### src/rtl/branch_wb_unit_if.sv
// Instruction, ALU, redirect/trap and writeback signals shared between a core front-end
// and the branch/writeback unit.
interface branch_wb_unit_if #(
   parameter int unsigned XLEN     = 32,
   parameter int unsigned WB_DEPTH = 2
);
   localparam int unsigned CNT_W = $clog2(WB_DEPTH) + 1;

   logic             instr_valid;
   logic             instr_ready;
   logic [3:0]       br_op;
   logic [XLEN-1:0]  pc;
   logic [XLEN-1:0]  rs1_value;
   logic [XLEN-1:0]  rs2_value;
   logic [XLEN-1:0]  imm;
   logic             rd_en;
   logic [4:0]       rd_addr;
   logic [XLEN-1:0]  alu_result;
   logic             alu_ready;
   logic             redirect_valid;
   logic [XLEN-1:0]  redirect_pc;
   logic             misalign_trap;
   logic [XLEN-1:0]  trap_pc;
   logic             wb_valid;
   logic             wb_ready;
   logic [4:0]       wb_addr;
   logic [XLEN-1:0]  wb_data;
   logic [CNT_W-1:0] wb_count;

   modport master (
      output instr_valid, br_op, pc, rs1_value, rs2_value, imm, rd_en, rd_addr,
             alu_result, alu_ready, wb_ready,
      input  instr_ready, redirect_valid, redirect_pc, misalign_trap, trap_pc,
             wb_valid, wb_addr, wb_data, wb_count
   );

   modport slave (
      input  instr_valid, br_op, pc, rs1_value, rs2_value, imm, rd_en, rd_addr,
             alu_result, alu_ready, wb_ready,
      output instr_ready, redirect_valid, redirect_pc, misalign_trap, trap_pc,
             wb_valid, wb_addr, wb_data, wb_count
   );
endinterface

### src/rtl/branch_wb_unit.sv
// Resolves branches/jumps into redirect or misalign-trap pulses and queues link/ALU results
// in a small writeback FIFO.
module branch_wb_unit #(
   parameter int unsigned XLEN       = 32,
   parameter int unsigned WB_DEPTH   = 2,
   parameter int unsigned ALIGN_BITS = 2
) (
   input logic              clk,
   input logic              rst_n,
   branch_wb_unit_if.slave  bus
);
   localparam int unsigned PTR_W = $clog2(WB_DEPTH);
   localparam int unsigned CNT_W = PTR_W + 1;

   typedef enum logic [0:0] {StIdle, StWaitAlu} state_e;

   state_e           state_q;
   logic [4:0]       rd_q;
   logic             redirect_valid_q;
   logic [XLEN-1:0]  redirect_pc_q;
   logic             misalign_trap_q;
   logic [XLEN-1:0]  trap_pc_q;

   logic [4:0]       addr_mem [WB_DEPTH];
   logic [XLEN-1:0]  data_mem [WB_DEPTH];
   logic [PTR_W-1:0] wr_ptr_q;
   logic [PTR_W-1:0] rd_ptr_q;
   logic [CNT_W-1:0] count_q;

   logic             accept;
   logic             taken;
   logic             is_jump;
   logic             aligned;
   logic [XLEN-1:0]  target;
   logic             push;
   logic             pop;
   logic             alu_push;
   logic [4:0]       push_addr;
   logic [XLEN-1:0]  push_data;
   logic             wb_valid;

   assign bus.instr_ready = (state_q == StIdle) && (count_q < CNT_W'(WB_DEPTH));
   assign accept          = bus.instr_valid && bus.instr_ready;

   always_comb begin
      taken   = 1'b0;
      is_jump = 1'b0;
      target  = bus.pc + bus.imm;
      case (bus.br_op)
         4'd1: taken = (bus.rs1_value == bus.rs2_value);
         4'd2: taken = (bus.rs1_value != bus.rs2_value);
         4'd3: taken = ($signed(bus.rs1_value) <  $signed(bus.rs2_value));
         4'd4: taken = ($signed(bus.rs1_value) >= $signed(bus.rs2_value));
         4'd5: taken = (bus.rs1_value <  bus.rs2_value);
         4'd6: taken = (bus.rs1_value >= bus.rs2_value);
         4'd7: begin
            taken   = 1'b1;
            is_jump = 1'b1;
         end
         4'd8: begin
            taken   = 1'b1;
            is_jump = 1'b1;
            target  = (bus.rs1_value + bus.imm) & ~XLEN'(1);
         end
         default: ;
      endcase
      aligned = (target[ALIGN_BITS-1:0] == '0);
   end

   // Link writes are suppressed when the jump traps.
   always_comb begin
      alu_push  = (state_q == StWaitAlu) && bus.alu_ready;
      push      = alu_push ||
                  (accept && is_jump && aligned && bus.rd_en && (bus.rd_addr != 5'd0));
      push_addr = alu_push ? rd_q : bus.rd_addr;
      push_data = alu_push ? bus.alu_result : bus.pc + XLEN'(4);
   end

   always_ff @(posedge clk or negedge rst_n) begin
      if (!rst_n) begin
         state_q          <= StIdle;
         rd_q             <= 5'd0;
         redirect_valid_q <= 1'b0;
         redirect_pc_q    <= '0;
         misalign_trap_q  <= 1'b0;
         trap_pc_q        <= '0;
      end else begin
         redirect_valid_q <= accept && taken && aligned;
         misalign_trap_q  <= accept && taken && !aligned;
         if (accept && taken && aligned) redirect_pc_q <= target;
         if (accept && taken && !aligned) trap_pc_q <= bus.pc;
         case (state_q)
            StIdle: begin
               if (accept && (bus.br_op == 4'd0) && bus.rd_en && (bus.rd_addr != 5'd0)) begin
                  rd_q    <= bus.rd_addr;
                  state_q <= StWaitAlu;
               end
            end
            StWaitAlu: begin
               if (bus.alu_ready) state_q <= StIdle;
            end
            default: state_q <= StIdle;
         endcase
      end
   end

   assign wb_valid = (count_q != '0);
   assign pop      = wb_valid && bus.wb_ready;

   always_ff @(posedge clk) begin
      if (push) begin
         addr_mem[wr_ptr_q] <= push_addr;
         data_mem[wr_ptr_q] <= push_data;
      end
   end

   always_ff @(posedge clk or negedge rst_n) begin
      if (!rst_n) begin
         wr_ptr_q <= '0;
         rd_ptr_q <= '0;
         count_q  <= '0;
      end else begin
         if (push) wr_ptr_q <= wr_ptr_q + PTR_W'(1);
         if (pop)  rd_ptr_q <= rd_ptr_q + PTR_W'(1);
         case ({push, pop})
            2'b10:   count_q <= count_q + CNT_W'(1);
            2'b01:   count_q <= count_q - CNT_W'(1);
            default: ;
         endcase
      end
   end

   assign bus.redirect_valid = redirect_valid_q;
   assign bus.redirect_pc    = redirect_pc_q;
   assign bus.misalign_trap  = misalign_trap_q;
   assign bus.trap_pc        = trap_pc_q;
   assign bus.wb_valid       = wb_valid;
   assign bus.wb_count       = count_q;
   // Gate the head so stale entries never show on the bus while empty or in reset.
   assign bus.wb_addr        = wb_valid ? addr_mem[rd_ptr_q] : 5'd0;
   assign bus.wb_data        = wb_valid ? data_mem[rd_ptr_q] : '0;
endmodule
### src/flat_wrapper.sv
// flat-port wrapper written by rule: the top's interface ports become plain ports
module branch_wb_unit_flat 
#(
   parameter int unsigned XLEN       = 32,
   parameter int unsigned WB_DEPTH   = 2,
   parameter int unsigned ALIGN_BITS = 2
)
  (clk, rst_n, bus_instr_valid, bus_br_op, bus_pc, bus_rs1_value, bus_rs2_value, bus_imm, bus_rd_en, bus_rd_addr, bus_alu_result, bus_alu_ready, bus_wb_ready, bus_instr_ready, bus_redirect_valid, bus_redirect_pc, bus_misalign_trap, bus_trap_pc, bus_wb_valid, bus_wb_addr, bus_wb_data, bus_wb_count);
  branch_wb_unit_if #(.XLEN(XLEN), .WB_DEPTH(WB_DEPTH)) bus_i ();
  input logic clk;
  input logic rst_n;
  input wire logic [$bits(bus_i.instr_valid)-1:0] bus_instr_valid;
  input wire logic [$bits(bus_i.br_op)-1:0] bus_br_op;
  input wire logic [$bits(bus_i.pc)-1:0] bus_pc;
  input wire logic [$bits(bus_i.rs1_value)-1:0] bus_rs1_value;
  input wire logic [$bits(bus_i.rs2_value)-1:0] bus_rs2_value;
  input wire logic [$bits(bus_i.imm)-1:0] bus_imm;
  input wire logic [$bits(bus_i.rd_en)-1:0] bus_rd_en;
  input wire logic [$bits(bus_i.rd_addr)-1:0] bus_rd_addr;
  input wire logic [$bits(bus_i.alu_result)-1:0] bus_alu_result;
  input wire logic [$bits(bus_i.alu_ready)-1:0] bus_alu_ready;
  input wire logic [$bits(bus_i.wb_ready)-1:0] bus_wb_ready;
  output wire logic [$bits(bus_i.instr_ready)-1:0] bus_instr_ready;
  output wire logic [$bits(bus_i.redirect_valid)-1:0] bus_redirect_valid;
  output wire logic [$bits(bus_i.redirect_pc)-1:0] bus_redirect_pc;
  output wire logic [$bits(bus_i.misalign_trap)-1:0] bus_misalign_trap;
  output wire logic [$bits(bus_i.trap_pc)-1:0] bus_trap_pc;
  output wire logic [$bits(bus_i.wb_valid)-1:0] bus_wb_valid;
  output wire logic [$bits(bus_i.wb_addr)-1:0] bus_wb_addr;
  output wire logic [$bits(bus_i.wb_data)-1:0] bus_wb_data;
  output wire logic [$bits(bus_i.wb_count)-1:0] bus_wb_count;
  assign bus_i.instr_valid = bus_instr_valid;
  assign bus_i.br_op = bus_br_op;
  assign bus_i.pc = bus_pc;
  assign bus_i.rs1_value = bus_rs1_value;
  assign bus_i.rs2_value = bus_rs2_value;
  assign bus_i.imm = bus_imm;
  assign bus_i.rd_en = bus_rd_en;
  assign bus_i.rd_addr = bus_rd_addr;
  assign bus_i.alu_result = bus_alu_result;
  assign bus_i.alu_ready = bus_alu_ready;
  assign bus_i.wb_ready = bus_wb_ready;
  assign bus_instr_ready = bus_i.instr_ready;
  assign bus_redirect_valid = bus_i.redirect_valid;
  assign bus_redirect_pc = bus_i.redirect_pc;
  assign bus_misalign_trap = bus_i.misalign_trap;
  assign bus_trap_pc = bus_i.trap_pc;
  assign bus_wb_valid = bus_i.wb_valid;
  assign bus_wb_addr = bus_i.wb_addr;
  assign bus_wb_data = bus_i.wb_data;
  assign bus_wb_count = bus_i.wb_count;
  branch_wb_unit #(.XLEN(XLEN), .WB_DEPTH(WB_DEPTH), .ALIGN_BITS(ALIGN_BITS)) u_core (.clk(clk), .rst_n(rst_n), .bus(bus_i));
endmodule
### config.mk
export PLATFORM = sky130hd
export DESIGN_NAME = branch_wb_unit_flat
export DESIGN_NICKNAME = d
export VERILOG_FILES = /design/src/rtl/branch_wb_unit_if.sv /design/src/rtl/branch_wb_unit.sv /design/src/flat_wrapper.sv
export SDC_FILE = /design/constraint.sdc
export NUM_CORES = 1
export LEC_CHECK = 0
export CORE_MARGIN = 8
export CORE_UTILIZATION = 31
export DETAILED_ROUTE_END_ITERATION = 12
export PLACE_DENSITY = 0.61
export SLEW_MARGIN = 20
export SYNTH_ARGS = -nofsm -noshare
export SYNTH_HDL_FRONTEND = slang
export SYNTH_SLANG_ARGS = --single-unit
### constraint.sdc
create_clock -name clk -period 3.7 [get_ports clk]
set_input_delay 0.555 -clock clk [delete_from_list [all_inputs] [get_ports clk]]
set_output_delay 0.555 -clock clk [all_outputs]
set_load 0.02 [all_outputs]
# Yosys cells after proc, flatten, opt, wreduce, memory -nomap -nowiden
# Memories as Yosys holds them, arrays and structs flattened.
# Index checks and enable logic that the tools add are counted.
totals:
  reg_bits: 76
  latch_bits: 0
  ramBits: 74
  mem_bits_ro: 0
  inputBits: 175
  output_inout_bits: 107
  elab_cells: 72
  n_memories: 2
op_classes:
  addsub: 7
  mul: 0
  div_mod_pow: 0
  magnitude_cmp: 5
  eq_ne: 12
  shift: 0
  mux: 13
  bitwise: 1
  n_reduce_logical: 23
memory_table:
  columns: ["name", "words", "width", "rd", "rd_clocked_by_memory_dff", "write_ports", "line", "text"]
  rows:
  - ["u_core.data_mem", 2, 32, 1, 0, 1, "branch_wb_unit.sv:25", "logic [XLEN-1:0] data_mem [WB_DEPTH];"]
  - ["u_core.addr_mem", 2, 5, 1, 0, 1, "branch_wb_unit.sv:24", "logic [4:0] addr_mem [WB_DEPTH];"]
ops:
  columns: ["op", "n"]
  rows:
  - ["$mux W32", 3]
  - ["$add A32 B32 Y32", 2]
  - ["$ge A32 B32 Y1", 2]
  - ["$lt A32 B32 Y1", 2]
  - ["$add A32 B3 Y32 const B", 1]
  - ["$eq A32 B32 Y1", 1]
  - ["$ne A32 B32 Y1", 1]
  - ["$eq A4 B3 Y1 const B", 4]
  - ["$logic_and A1 B1 Y1", 14]
  - ["$mux W5", 2]
  - ["$eq A4 B2 Y1 const B", 2]
  - ["$pmux W1 S7", 1]
  - ["$mux W1", 5]
  - ["$reduce_bool A5 Y1", 1]
  - ["$eq A4 B1 Y1 const B", 1]
  - ["$eq A4 B4 Y1 const B", 1]
  - ["$logic_not A4 Y1", 1]
  - ["$pmux W2 S2", 1]
  - ["$reduce_bool A2 Y1", 2]
  - ["$add A1 B1 Y1 const B", 2]
  - ["$add A2 B1 Y2 const B", 1]
  - ["$eq A2 B1 Y1 const B", 1]
  - ["$eq A2 B2 Y1 const B", 1]
  - ["$logic_not A2 Y1", 1]
  - ["other kinds (8)", 8]

# Depth between registers and ports, before layout
# Gate-level depths: netlist (run 1).
depth:
  depth_word: 10
  depth_mapped: 13
  depth_no_buf: 13

# Least setup slack after synthesis (run 1)
# Ideal clock, no wire load.
synth_path:
  path_kind: "input-to-reg"
  from: "in bus_imm[0]"
  to: "mem u_core.addr_mem[1][0], enable pin"
  setup_ps: 435
  t_arrival_ps: 3510
  t_required_ps: 3265
  slack_ps: -246
  stages: 7
  path_buffers: 0
  cell_sequence: "ha_1 inv_1 fa_1 nor3b_1 a21oi_1 o31a_1 nor2b_1"
synth_via:
  elab_chain_cells: 9
  elab_cells_between_ends: 10
  classes_between: "2 x add/sub; 3 x mux; 5 x reduce/logical"
synth_lines:
  columns: ["item", "line", "text"]
  rows:
  - ["start: declaration", "flat_wrapper.sv:17", "input wire logic [$bits(bus_i.imm)-1:0] bus_imm;"]
  - ["$add A32 B32 Y32, on equally long branches", "branch_wb_unit.sv:48, branch_wb_unit.sv:63", null]
  - ["$mux W32 *", "branch_wb_unit.sv:49", "case (bus.br_op)"]
  - ["$logic_not A2 Y1 *", "branch_wb_unit.sv:67", "aligned = (target[ALIGN_BITS-1:0] == '0);"]
  - ["$logic_and A1 B1 Y1 * (3 in a row)", "branch_wb_unit.sv:74", "(accept && is_jump && aligned && bus.rd_en && (bus.rd_addr != 5'd0));"]
  - ["$logic_or A1 B1 Y1 *", "branch_wb_unit.sv:73", "push = alu_push ||"]
  - ["$mux W1 *", "branch_wb_unit.sv:111", "if (push) begin"]
  - ["$mux W1 (not written as such) *", "branch_wb_unit.sv:112", "addr_mem[wr_ptr_q] <= push_addr;"]
  - ["end: declaration", "branch_wb_unit.sv:24", null]
# Every way passes the cells marked *; elsewhere a longest branch is shown, timed or not.

# Worst setup path in the final report (run 1)
layout_path:
  from: "in bus_rs2_value[22]"
  to: "reg u_core.trap_pc_q[25], in the netlist u_core.bus.trap_pc[25]"
layout_via:
  elab_chain_cells: 4
  elab_cells_between_ends: 9
  classes_between: "4 x order compare; 2 x eq/ne; 1 x mux; 2 x reduce/logical"
layout_lines:
  columns: ["item", "line", "text"]
  rows:
  - ["start: declaration", "flat_wrapper.sv:16", "input wire logic [$bits(bus_i.rs2_value)-1:0] bus_rs2_value;"]
  - ["$ge A32 B32 Y1, or another cell as far along", "branch_wb_unit.sv:55", "4'd6: taken = (bus.rs1_value >= bus.rs2_value);"]
  - ["$pmux W1 S7 *", "branch_wb_unit.sv:49", null]
  - ["$logic_and A1 B1 Y1 * (2 in a row)", "branch_wb_unit.sv:91", "if (accept && taken && !aligned) trap_pc_q <= bus.pc;"]
  - ["end signal: assignment", "branch_wb_unit.sv:91", null]
  - ["end: declaration", "branch_wb_unit.sv:22", "logic [XLEN-1:0] trap_pc_q;"]
# Marked as above.
# A chain may end at the register's enable or synchronous reset.

==> results.md, run 1 <==
* Die footprint at between 0.04 and 0.05 mm2
* Minimum clock period at ~3.6 ns
* Synthesized flop and latch total at 150
* Synth Net Count at between 1,000 and 1,500
* Critical Path RT at approximately 4.0 ns
* Critical path class: input port to flop
* First-pass GRT wire length at approximately 60,000 um
* Least-Margin Pin Slew at between 0.6 and 0.7 ns
* Core area at about 0.035 mm2
* Initial core utilization at about a third
* VDD IR max at between 0.3 and 0.4 mV
* Worst hold path class: input port to asynchronous set/reset pin
* Critical path origin: bus_rs2_value[22]
* Number of synthesized flops with an enable pin at 74
* Main flop type after synthesis: dfrtp_1
* Worst setup EP type: flop
* Clock sinks at 150
* Post-synthesis cell count at ~1,200
* Flop pwr share at 29.2%
* Relative slew slack at a little over half
* First drt pass iteration count at 6
* I/O Buffers at between 200 and 300
* Routed Antenna Nets at 0
* Final WS setup at 0.1343 ns
* Total negative slack at 0 ns
* Worst slack, placed at -0.3036 ns
* Finish-stage setup viols at 0
* Row Count at 68
* Period utilisation layout at a little over nine tenths
* Crit path DAT at roughly 3.9 ns
* Synth cell types at 70
* Maximum buffer depth of the clock tree at 2
* Die width at 203.6 um
* Post CTS Setup Buffer Count at 0
* Final hold violation count at 0
* Combinational group share of total power at ~47%
* Cell Int Power at 0.005278 W
* Die height at about 200 um
* Sw Ratio at between 30% and 40%
* Number of fill cells in the layout at 3,277
* Clock share of power at between 20% and 30%
* Crit path max fanout at 33
* Root buffer cell: clkbuf_16
* CTS tree: yes
* Syn Std Cell Area at around 0.011 mm2
* Critical Path Start Type: input port
* Nets at roughly 1,900
* Fmax at 0.2805 GHz
* Synth Warn # at 0
* GRT Overall Usage at between 10% and 20%
* RSZ-0062 raised after global routing: no
* Max Slew Vio Count at 0
* Post-synthesis sequential area ratio at between 30 and 40%
* Power per cell area at about 520 mW/mm2
* Cell leakage power at about 7 nW
* CTS buffer count at 17
* Fraction of layout cells with a size suffix above 1 at 15.80%
* Routability cong. at 0.8864
* Syn Area/Cell at about 9.4 um2
* Ports at approximately 280
* GRT overflow at 0
* Worst-path clk slew at roughly 0.080 ns
* Vias in the first global route at around 10,000
* Hpwl dp at 32,620 um
* Initial drt markers at 603
* Synth-to-layout area growth at 47.00%
* Reg-to-reg critical path startpoint: u_core.state_q
* Via count at roughly 10,000
* Max_cap viols at 0
* Clock Skews at 0.01995 ns
* Largest net degree at the start of global routing at 67
* Drt drc at 0
* Asr flop ratio synth at approximately half
* Antenna violations before repair at 5
* Min Hold Slack at approximately 0.028 ns
* Clock latency on the worst-skew pair at approximately 0.43 ns
* H-tree Lvls at 4
* Status: complete, no violations
* Via density at roughly 5.0
* Switching Power at 0.003030 W
* Total length of routed wires at 39,210 um
* WL/cell at 19.08 um
[cells by family after synthesis]
kind of cell | synth area share [%]
flops | 37.79
simple gates | 15.53
compound gates | 16.43
buf+inv | 3.485
mux | 9.091
fa+ha+maj | 11.26
xor+xnor | 6.420
[state kept, by name, indices dropped and copies added, names as in the netlist]
signal,flops
u_core.state_q,1
u_core.bus.misalign_trap,1
u_core.rd_ptr_q,1
u_core.addr_mem,10
u_core.bus.redirect_valid,1
u_core.bus.redirect_pc,32
u_core.data_mem,64
u_core.bus.wb_count,2
u_core.bus.trap_pc,32
u_core.rd_q,5
u_core.wr_ptr_q,1
[area by class of cell]
type / count / area [um2] / area share (%)
diodes: 5 / 12.51 / 0.07799
repair buffers: 437 / 4031 / 25.13
clock inverters: 13 / 220.2 / 1.373
multi-input cells: 917 / 6431 / 40.08
clock buffers: 19 / 432.9 / 2.698
inverters: 59 / 221.5 / 1.380
well taps: 455 / 569.3 / 3.548
flip-flops and latches: 150 / 4125 / 25.71
[repair_timing]
action,4_1_cts,5_1_grt
resized for setup,0,1
setup endpoints to repair,0,3
hold buffers,0,0
[worst max-delay path: stages]
cell,delay [ns]
clkdlybuf4s50_1,0.46
inv_1,0.04
ha_1,0.31
nand4_1,0.27
or3_4,0.48
nand2b_1,0.15
a31oi_1,0.26
or3_1,0.22
o2111ai_1,0.16
nand4_2,0.12
nor3b_4,0.22
buf_12,0.24
mux2_2,0.36
[through the flow]
stage,instance area [um2],total power (W),std cells,util [%]
after floorplan,10920,0.004379,1161,-
after global placement,15380,0.006355,2018,44.41
after detailed placement,15380,0.006388,2018,44.41
after CTS,16030,0.008406,2050,46.29
after global routing,16040,0.008795,2055,46.33
final,16040,0.008307,2055,46.33
[final timing paths]
path	endpoint	slack (ns)	cells after the start
worst max-delay path	u_core.bus.trap_pc[25]	0.13	13
worst min-delay path	u_core.bus.redirect_pc[18]	0.03	1
worst max register to register	u_core.data_mem[0][8]	1.42	6
worst min register to register	u_core.bus.redirect_pc[31]	0.48	2
max in group asynchronous	u_core.bus.trap_pc[8]	2.85	2
min in group clk	u_core.bus.redirect_pc[31]	0.48	2
[cells in the final DEF, fill, tap and decap left out, types with 4 or more instances in the layout]
cell type,synthesis,final
o41ai_1,5,5
ha_1,95,95
o21bai_1,9,9
o211ai_1,13,13
bufinv_16,0,5
and2_1,11,11
buf_4,0,153
diode_2,0,5
or3_1,11,11
clkbuf_16,0,17
nand4_1,17,17
buf_12,0,4
nor2_1,143,141
a211oi_1,10,10
o22ai_1,5,5
a21o_1,24,24
clkdlybuf4s50_1,0,280
nor3b_1,5,5
dfrtp_1,76,75
nor2b_1,10,9
inv_1,59,59
nand3_1,22,22
and3_1,9,9
edfxtp_1,74,74
nor3_1,15,15
and4_1,4,4
xor2_1,40,40
o21ai_0,61,61
nand2b_1,14,14
a21oi_1,97,97
nand2_1,89,88
mux2i_1,44,44
xnor2_1,40,40
a31oi_1,17,17
mux2_2,47,47
o31ai_1,6,6
[power by group through the flow]
stage | logic (W) | clock network [W] | registers, W
floorplan | 0.00160 | 0 | 0.00278
global placement | 0.00391 | 0 | 0.00245
detailed placement | 0.00393 | 0 | 0.00246
CTS | 0.00395 | 0.00203 | 0.00243
global route | 0.00421 | 0.00210 | 0.00248
finish | 0.00390 | 0.00198 | 0.00243
[routing by layer]
layer | vias to the layer above | routed length, um | track usage (%) | share of wire, %
met2 | 287 | 18080 | 29.67 | 46
met1 | 4867 | 18070 | 24.49 | 46
li1 | 5079 | - | - | -
met5 | - | 0 | 0 | 0
met3 | 26 | 2301 | 4.316 | 5.9
met4 | 0 | 765 | 5.465 | 2.0
[cell usage after synthesis (6+ instances only)]
library cell  count  area share, %
a21o_1           24            1.7
or3_1            11           0.63
clkbuf_1         25           0.86
mux2_2           47            4.8
a211oi_1         10           0.69
xor2_1           40            3.2
nand2_1          89            3.1
dfrtp_1          76             17
nor3_1           15           0.69
ha_1             95             11
inv_1            59            2.0
o21ai_0          61            2.8
and3_1            9           0.52
nand2b_1         14           0.80
o21bai_1          9           0.62
nand4_1          17           0.97
nor2_1          143            4.9
xnor2_1          40            3.2
nor2b_1          10           0.57
and2_1           11           0.63
o211ai_1         13           0.89
a21oi_1          97            4.4
edfxtp_1         74             20
a31oi_1          17           0.97
mux2i_1          44            4.0
nand3_1          22            1.0
o31ai_1           6           0.41
(Power assumes the default switching activity.)
==> inputs of run 2 (changes only) <==
--- a/config.mk
+++ b/config.mk
@@ -9,6 +9,7 @@
 export CORE_UTILIZATION = 31
 export DETAILED_ROUTE_END_ITERATION = 12
 export PLACE_DENSITY = 0.61
+export REMOVE_ABC_BUFFERS = 1
 export SLEW_MARGIN = 20
 export SYNTH_ARGS = -nofsm -noshare
 export SYNTH_HDL_FRONTEND = slang
==> run 2 against run 1 <==
Net effect:
- die area unchanged
- first-iteration DRC count decreased by 4.5%
- clock-buffer cell count is 1 higher
- worst setup slack improved by 0.082 ns
- sequential power is essentially flat
- combinational power is essentially flat
- non-clock buffer count is 11 lower
- clock skew decreased by 0.0098 ns
- routed wire length fell by 1.5%
- power is 2.5% lower
- critical path type unchanged
- critical endpoint is now u_core.bus.trap_pc[7]
- highest routed layer unchanged
==> results.md, run 2 (same netlist as run 1, synthesis figures left out) <==
* Status: complete, no violations
* Critical path origin: bus_rs2_value[22]
* Power per cell area at a little over 500 mW/mm2
* Routed Antenna Nets at 0
* Critical path class: input port to flop
* Via count at 10,176
* Clock sinks at 150
* Die width at 203.6 um
* Initial core utilization at 31.52%
* Clock Skews at just over 0.01 ns
* Ports at between 200 and 300
* Routability cong. at slightly below 0.9
* Hpwl dp at a little over 30,000 um
* Row Count at between 60 and 70
* H-tree Lvls at 4
* GRT Overall Usage at 18.29%
* Die footprint at just over 0.04 mm2
* Fmax at between 0.2 and 0.3 GHz
* PnR Total Power at 0.008104 W
* I/O Buffers at between 200 and 300
* Die height at 203.6 um
* Nets at between 1,500 and 2,000
* Cts hold-fix bufs at 0
* Initial drt markers at 576
* Vias in the first global route at about 11,000
* Total length of routed wires at just under 40,000 um
* Total negative slack at 0 ns
* Reg with most FFs: u_core.data_mem
* Most frequent cells in the layout: 280 x clkdlybuf4s50_1, 141 x nor2_1, 141 x buf_4
* Leading cell type in the layout, fill and taps excluded: clkdlybuf4s50_1
* First drt pass iteration count at 5
* Relative slew slack at 34.51%
* CTS tree: yes
* Root buffer cell: clkbuf_16
* Final hold violation count at 0
* VDD IR max at 0.3101 mV
* Critical Path RT at about 4 ns
* Worst-path clk slew at 0.07 ns
* Core area at roughly 0.035 mm2
* Crit path max fanout at 21
* Max_cap viols at 0
* Maximum buffer depth of the clock tree at 2
* Critical Path Start Type: input port
* GRT overflow at 0
* Finished Cell Area at between 0.015 and 0.02 mm2
* Worst hold path class: input port to asynchronous set/reset pin
* Crit path DAT at about 3.8 ns
* CTS buffer count at 17
* Minimum clock period at about 3.5 ns
* Drt drc at 0
* Via density at between 4 and 5
* Max Slew Vio Count at 0
* Finish-stage setup viols at 0
* Period utilisation layout at between 90% and 100%
* Worst setup EP type: flop
* First-pass GRT wire length at between 60,000 and 70,000 um
* Synth-to-layout area growth at 45.71%
* Fraction of layout cells with a size suffix above 1 at approximately 15%
* Cell leakage power at 6.821 nW
* WL/cell at between 15 and 20 um
* Cell Area, Placed at 0.01529 mm2
* Least-Margin Pin Slew at roughly 1 ns
* Reg-to-reg critical path startpoint: u_core.bus.wb_count[1]
* RSZ-0062 raised after global routing: no
* Clock latency on the worst-skew pair at 0.42 ns
* Largest net degree at the start of global routing at 68
* Antenna violations before repair at 2
* Max reg flops at 64
==> run 2: critical path: stages <==
cell and delay (ns):
clkdlybuf4s50_1 0.45, inv_1 0.04, ha_1 0.32, a21oi_1 0.16, nand2_1 0.07, a221oi_1 0.34
buf_4 0.18, a31oi_2 0.13, or3_1 0.40, mux2i_1 0.15, nand4_2 0.13, nor3b_4 0.28
buf_12 0.21, mux2_2 0.35
==> run 2: cell type report <==
type	instances	area [um2]
antenna	2	5.005
clock buffer	20	446.7
clock inverter	12	145.1
fill	3293	18730
inverter	59	221.5
multi-input combinational	917	6437
sequential	150	4125
tap	455	569.3
timing repair buffer	426	3953
==> run 2: worst paths after layout <==
kind,slack (ns),cells past startpoint,endpoint
min,0.28,1,u_core.bus.redirect_pc[7]
max reg2reg,1.37,7,u_core.bus.wb_count[1]
max,0.22,14,u_core.bus.trap_pc[7]
min reg2reg,0.48,2,u_core.bus.redirect_pc[31]
max in group asynchronous,2.68,2,u_core.bus.trap_pc[0]
min in group clk,0.48,2,u_core.bus.redirect_pc[31]
==> run 2: through the flow <==
step	utilization, %	worst slack [ns]	hold WS [ns]	std cells
after global routing	45.92	0.02324	0.3454	2041
after CTS	45.86	0.06994	0.3091	2038
final	45.92	0.2161	0.2770	2041
after detailed placement	44.15	-0.3650	0.4731	2006
after global placement	44.15	-0.3268	0.4650	2006
after floorplan	-	-0.5463	0.2594	1126
==> run 2: layer usage <==
| layer | vias to the layer above | GRT usage, % | wire length (um) |
|---|---|---|---|
| met5 | - | 0 | 0 |
| met4 | 0 | 5.594 | 832 |
| met3 | 38 | 3.618 | 1792 |
| met2 | 238 | 30.85 | 18540 |
| met1 | 4863 | 23.31 | 17460 |
| li1 | 5037 | - | - |
==> run 2: report_power, final <==
part	internal [W]	total, W	switching [W]
sequential	0.00214	0.00242	0.000279
combinational	0.00192	0.00390	0.00198
clock	0.00102	0.00179	0.000763
total	0.00508	0.00810	0.00303
==> run 2: repair_timing <==
action / CTS / global route
resized for setup: 0 / 4
setup buffers: 0 / 1
endpoints found under the setup margin: 0 / 35
==> RTL change, RTL diff (flow settings as in run 1) <==
`ALIGN_BITS` is set to 2 in 2 places; all go to 4.
--- a/src/rtl/branch_wb_unit.sv
+++ b/src/rtl/branch_wb_unit.sv
@@ -5,3 +5,3 @@
    parameter int unsigned WB_DEPTH   = 2,
-   parameter int unsigned ALIGN_BITS = 2
+   parameter int unsigned ALIGN_BITS = 4
 ) (
--- a/src/flat_wrapper.sv
+++ b/src/flat_wrapper.sv
@@ -5,3 +5,3 @@
    parameter int unsigned WB_DEPTH   = 2,
-   parameter int unsigned ALIGN_BITS = 2
+   parameter int unsigned ALIGN_BITS = 4
 )
Formal check against the unedited RTL: not equivalent (Yosys sat finds a counterexample within 4 cycles, from zero or initial values and one cycle with rst_n low).
==> RTL change against run 1 <==
- utilization down 1.4 points
- power down 7.4%
- via count down 2.0%
- hold slack better by 0.19 ns
- critical endpoint is now u_core.bus.redirect_pc[28]
- largest power group unchanged
- final area down 1.3%
- first-iteration DRC count down 13%
- worst setup slack better by 0.13 ns
- die area up 0.41%
- area after synthesis up 0.45%
- wire length up 0.26%
- clock power down 15%
- sequential cell count unchanged
==> RTL change: results (changes against run 1) <==
Seq/Total Area, Yosys: 37.6% (was 37.8%)
CP arrival: 3.75 ns (was 3.87 ns)
Yosys warning count: 0 (unchanged)
Commonest cells in the netlist: nand2_1 (109), nor2_1 (102), ha_1 (95), o21ai_0 (80) (was nor2_1 (143), a21oi_1 (97), ha_1 (95), nand2_1 (89), dfrtp_1 (76))
CP max stage cell: clkdlybuf4s50_1 (was or3_4)
Syn Nets: 1,423 (was 1,433)
Outcome: completed (unchanged)
Initial DRC Count: 524 (was 603)
First-pass GRT wire length: 59,700 µm (was 60,000 µm)
Pre-CTS WS: -0.213 ns (was -0.304 ns)
Most area-consuming cells after synthesis: edfxtp_1 (20%), dfrtp_1 (17%), ha_1 (11%), mux2_4 (4.0%), xnor2_1 (3.9%) (was edfxtp_1 (20%), dfrtp_1 (17%), ha_1 (11%), nor2_1 (4.9%), mux2_2 (4.8%))
Biggest register: u_core.data_mem (unchanged)
M1 GR Usage: 24.6% (was 24.5%)
WL/cell: 19.4 µm (was 19.1 µm)
CP delay by family, top: compound AO/OA/AOI/OAI gates (was simple AND/OR/NAND/NOR gates)
Postcts setup bufs: 0 (unchanged)
Fillers: 3,371 (was 3,277)
Max IR drop VDD: 0.000488 V (was 0.000374 V)
DRT Pass-1 Iters: 6 (unchanged)
Met3 Track Usage GR: 3.19% (was 4.32%)
Ys async rst share: 50.7% (unchanged)
Post-cts repair resize count: 0 (unchanged)
Post-DP HPWL: 32,000 µm (was 32,600 µm)
Initial antenna violation count: 1 (was 5)
Synth Flop Type: dfrtp_1 (unchanged)
M2 GR Usage: 30.1% (was 29.7%)
Clock buffer count from CTS: 17 (unchanged)
Post-synth EDFFs: 74 (unchanged)
H-tree depth: 4 (unchanged)
Share of cells above drive strength 1: 15.0% (was 15.8%)
Leakage: 6.71 nW (was 6.91 nW)
Final nets: 1,819 (was 1,854)
Max_slew headroom: 45.5% (was 55.0%)
Largest net degree at the start of global routing: 68 (was 67)
Routed vias: 10.1k (was 10.3k)
Worst skew pair latency: 0.43 ns (about the same)
IO Port Bufs: 281 (unchanged)
Final max-slew violation count: 0 (unchanged)
CP Max Fanout: 9 (was 33)
Reg clk slew, reported paths: 0.07 ns
Tot GR Track Use: 18.4% (was 18.5%)
Worst Skew: 0.0152 ns (was 0.0200 ns)
Synth unique cells: 71 (was 70)
Clk buf depth: 2 (unchanged)
Largest register FFs: 64 (unchanged)
Clk Tree Root Cell: clkbuf_16 (unchanged)
Gpl congestion: 0.874 (was 0.886)
Worst hold path type: in2async (unchanged)
Max incr delay on CP: 0.46 ns (was 0.48 ns)
[RTL change: path summary, 6_finish.rpt]
check	start	to	slack [ns]	depth (start not counted)
min in group clk	u_core.bus.redirect_pc[0]	u_core.bus.redirect_pc[0]	0.49	1
worst min register to register	u_core.bus.redirect_pc[0]	u_core.bus.redirect_pc[0]	0.49	1
worst min-delay path	rst_n	u_core.bus.redirect_pc[31]	0.21	1
worst max-delay path	bus_rs2_value[5]	u_core.bus.redirect_pc[28]	0.27	14
worst max register to register	u_core.state_q	u_core.rd_q[3]	1.38	5
max in group asynchronous	rst_n	u_core.bus.trap_pc[4]	2.66	2
[RTL change: routing by layer]
layer  part of all wire, %  routed length [µm]
met5                     0                   0
met3                   4.7                1830
met2                    46               18200
met1                    47               18500
met4                   2.0                 796
[RTL change: area by class of cell]
class,instances,share of cell area [%]
tap,461,3.64
timing repair buffer,418,24.7
clock buffer,18,2.71
inverter,56,1.33
antenna,1,0.0158
sequential,150,26.0
clock inverter,14,0.735
multi-input combinational,904,40.8
[RTL change: cell families (layout without fill, tap and decap cells)]
logic type | Yosys count | count (layout) | synth area share (%)
other | 0 | 1 | 0
AND/OR/NAND/NOR | 352 | 352 | 15.2
multiplexers | 88 | 88 | 9.56
flip-flops | 150 | 150 | 37.6
buffers and inverters | 97 | 506 | 3.56
adder cells (fa/ha/maj) | 97 | 97 | 11.2
AO/OA/AOI/OAI | 285 | 285 | 16.3
XOR/XNOR | 82 | 82 | 6.55
[RTL change: report_power, final]
group,switching [mW],total [mW],internal (mW)
logic,1.81,3.68,1.87
clock network,0.814,1.69,0.880
registers,0.255,2.32,2.06
[RTL change: metrics by stage]
step                hold WS [ns]  std cells  area [µm²]
finish                     0.215       2022       15800
global route               0.263       2022       15800
CTS                        0.240       2021       15800
detailed placement         0.475       1989       15300
global placement           0.467       1989       15300
floorplan                  0.259       1151       11000
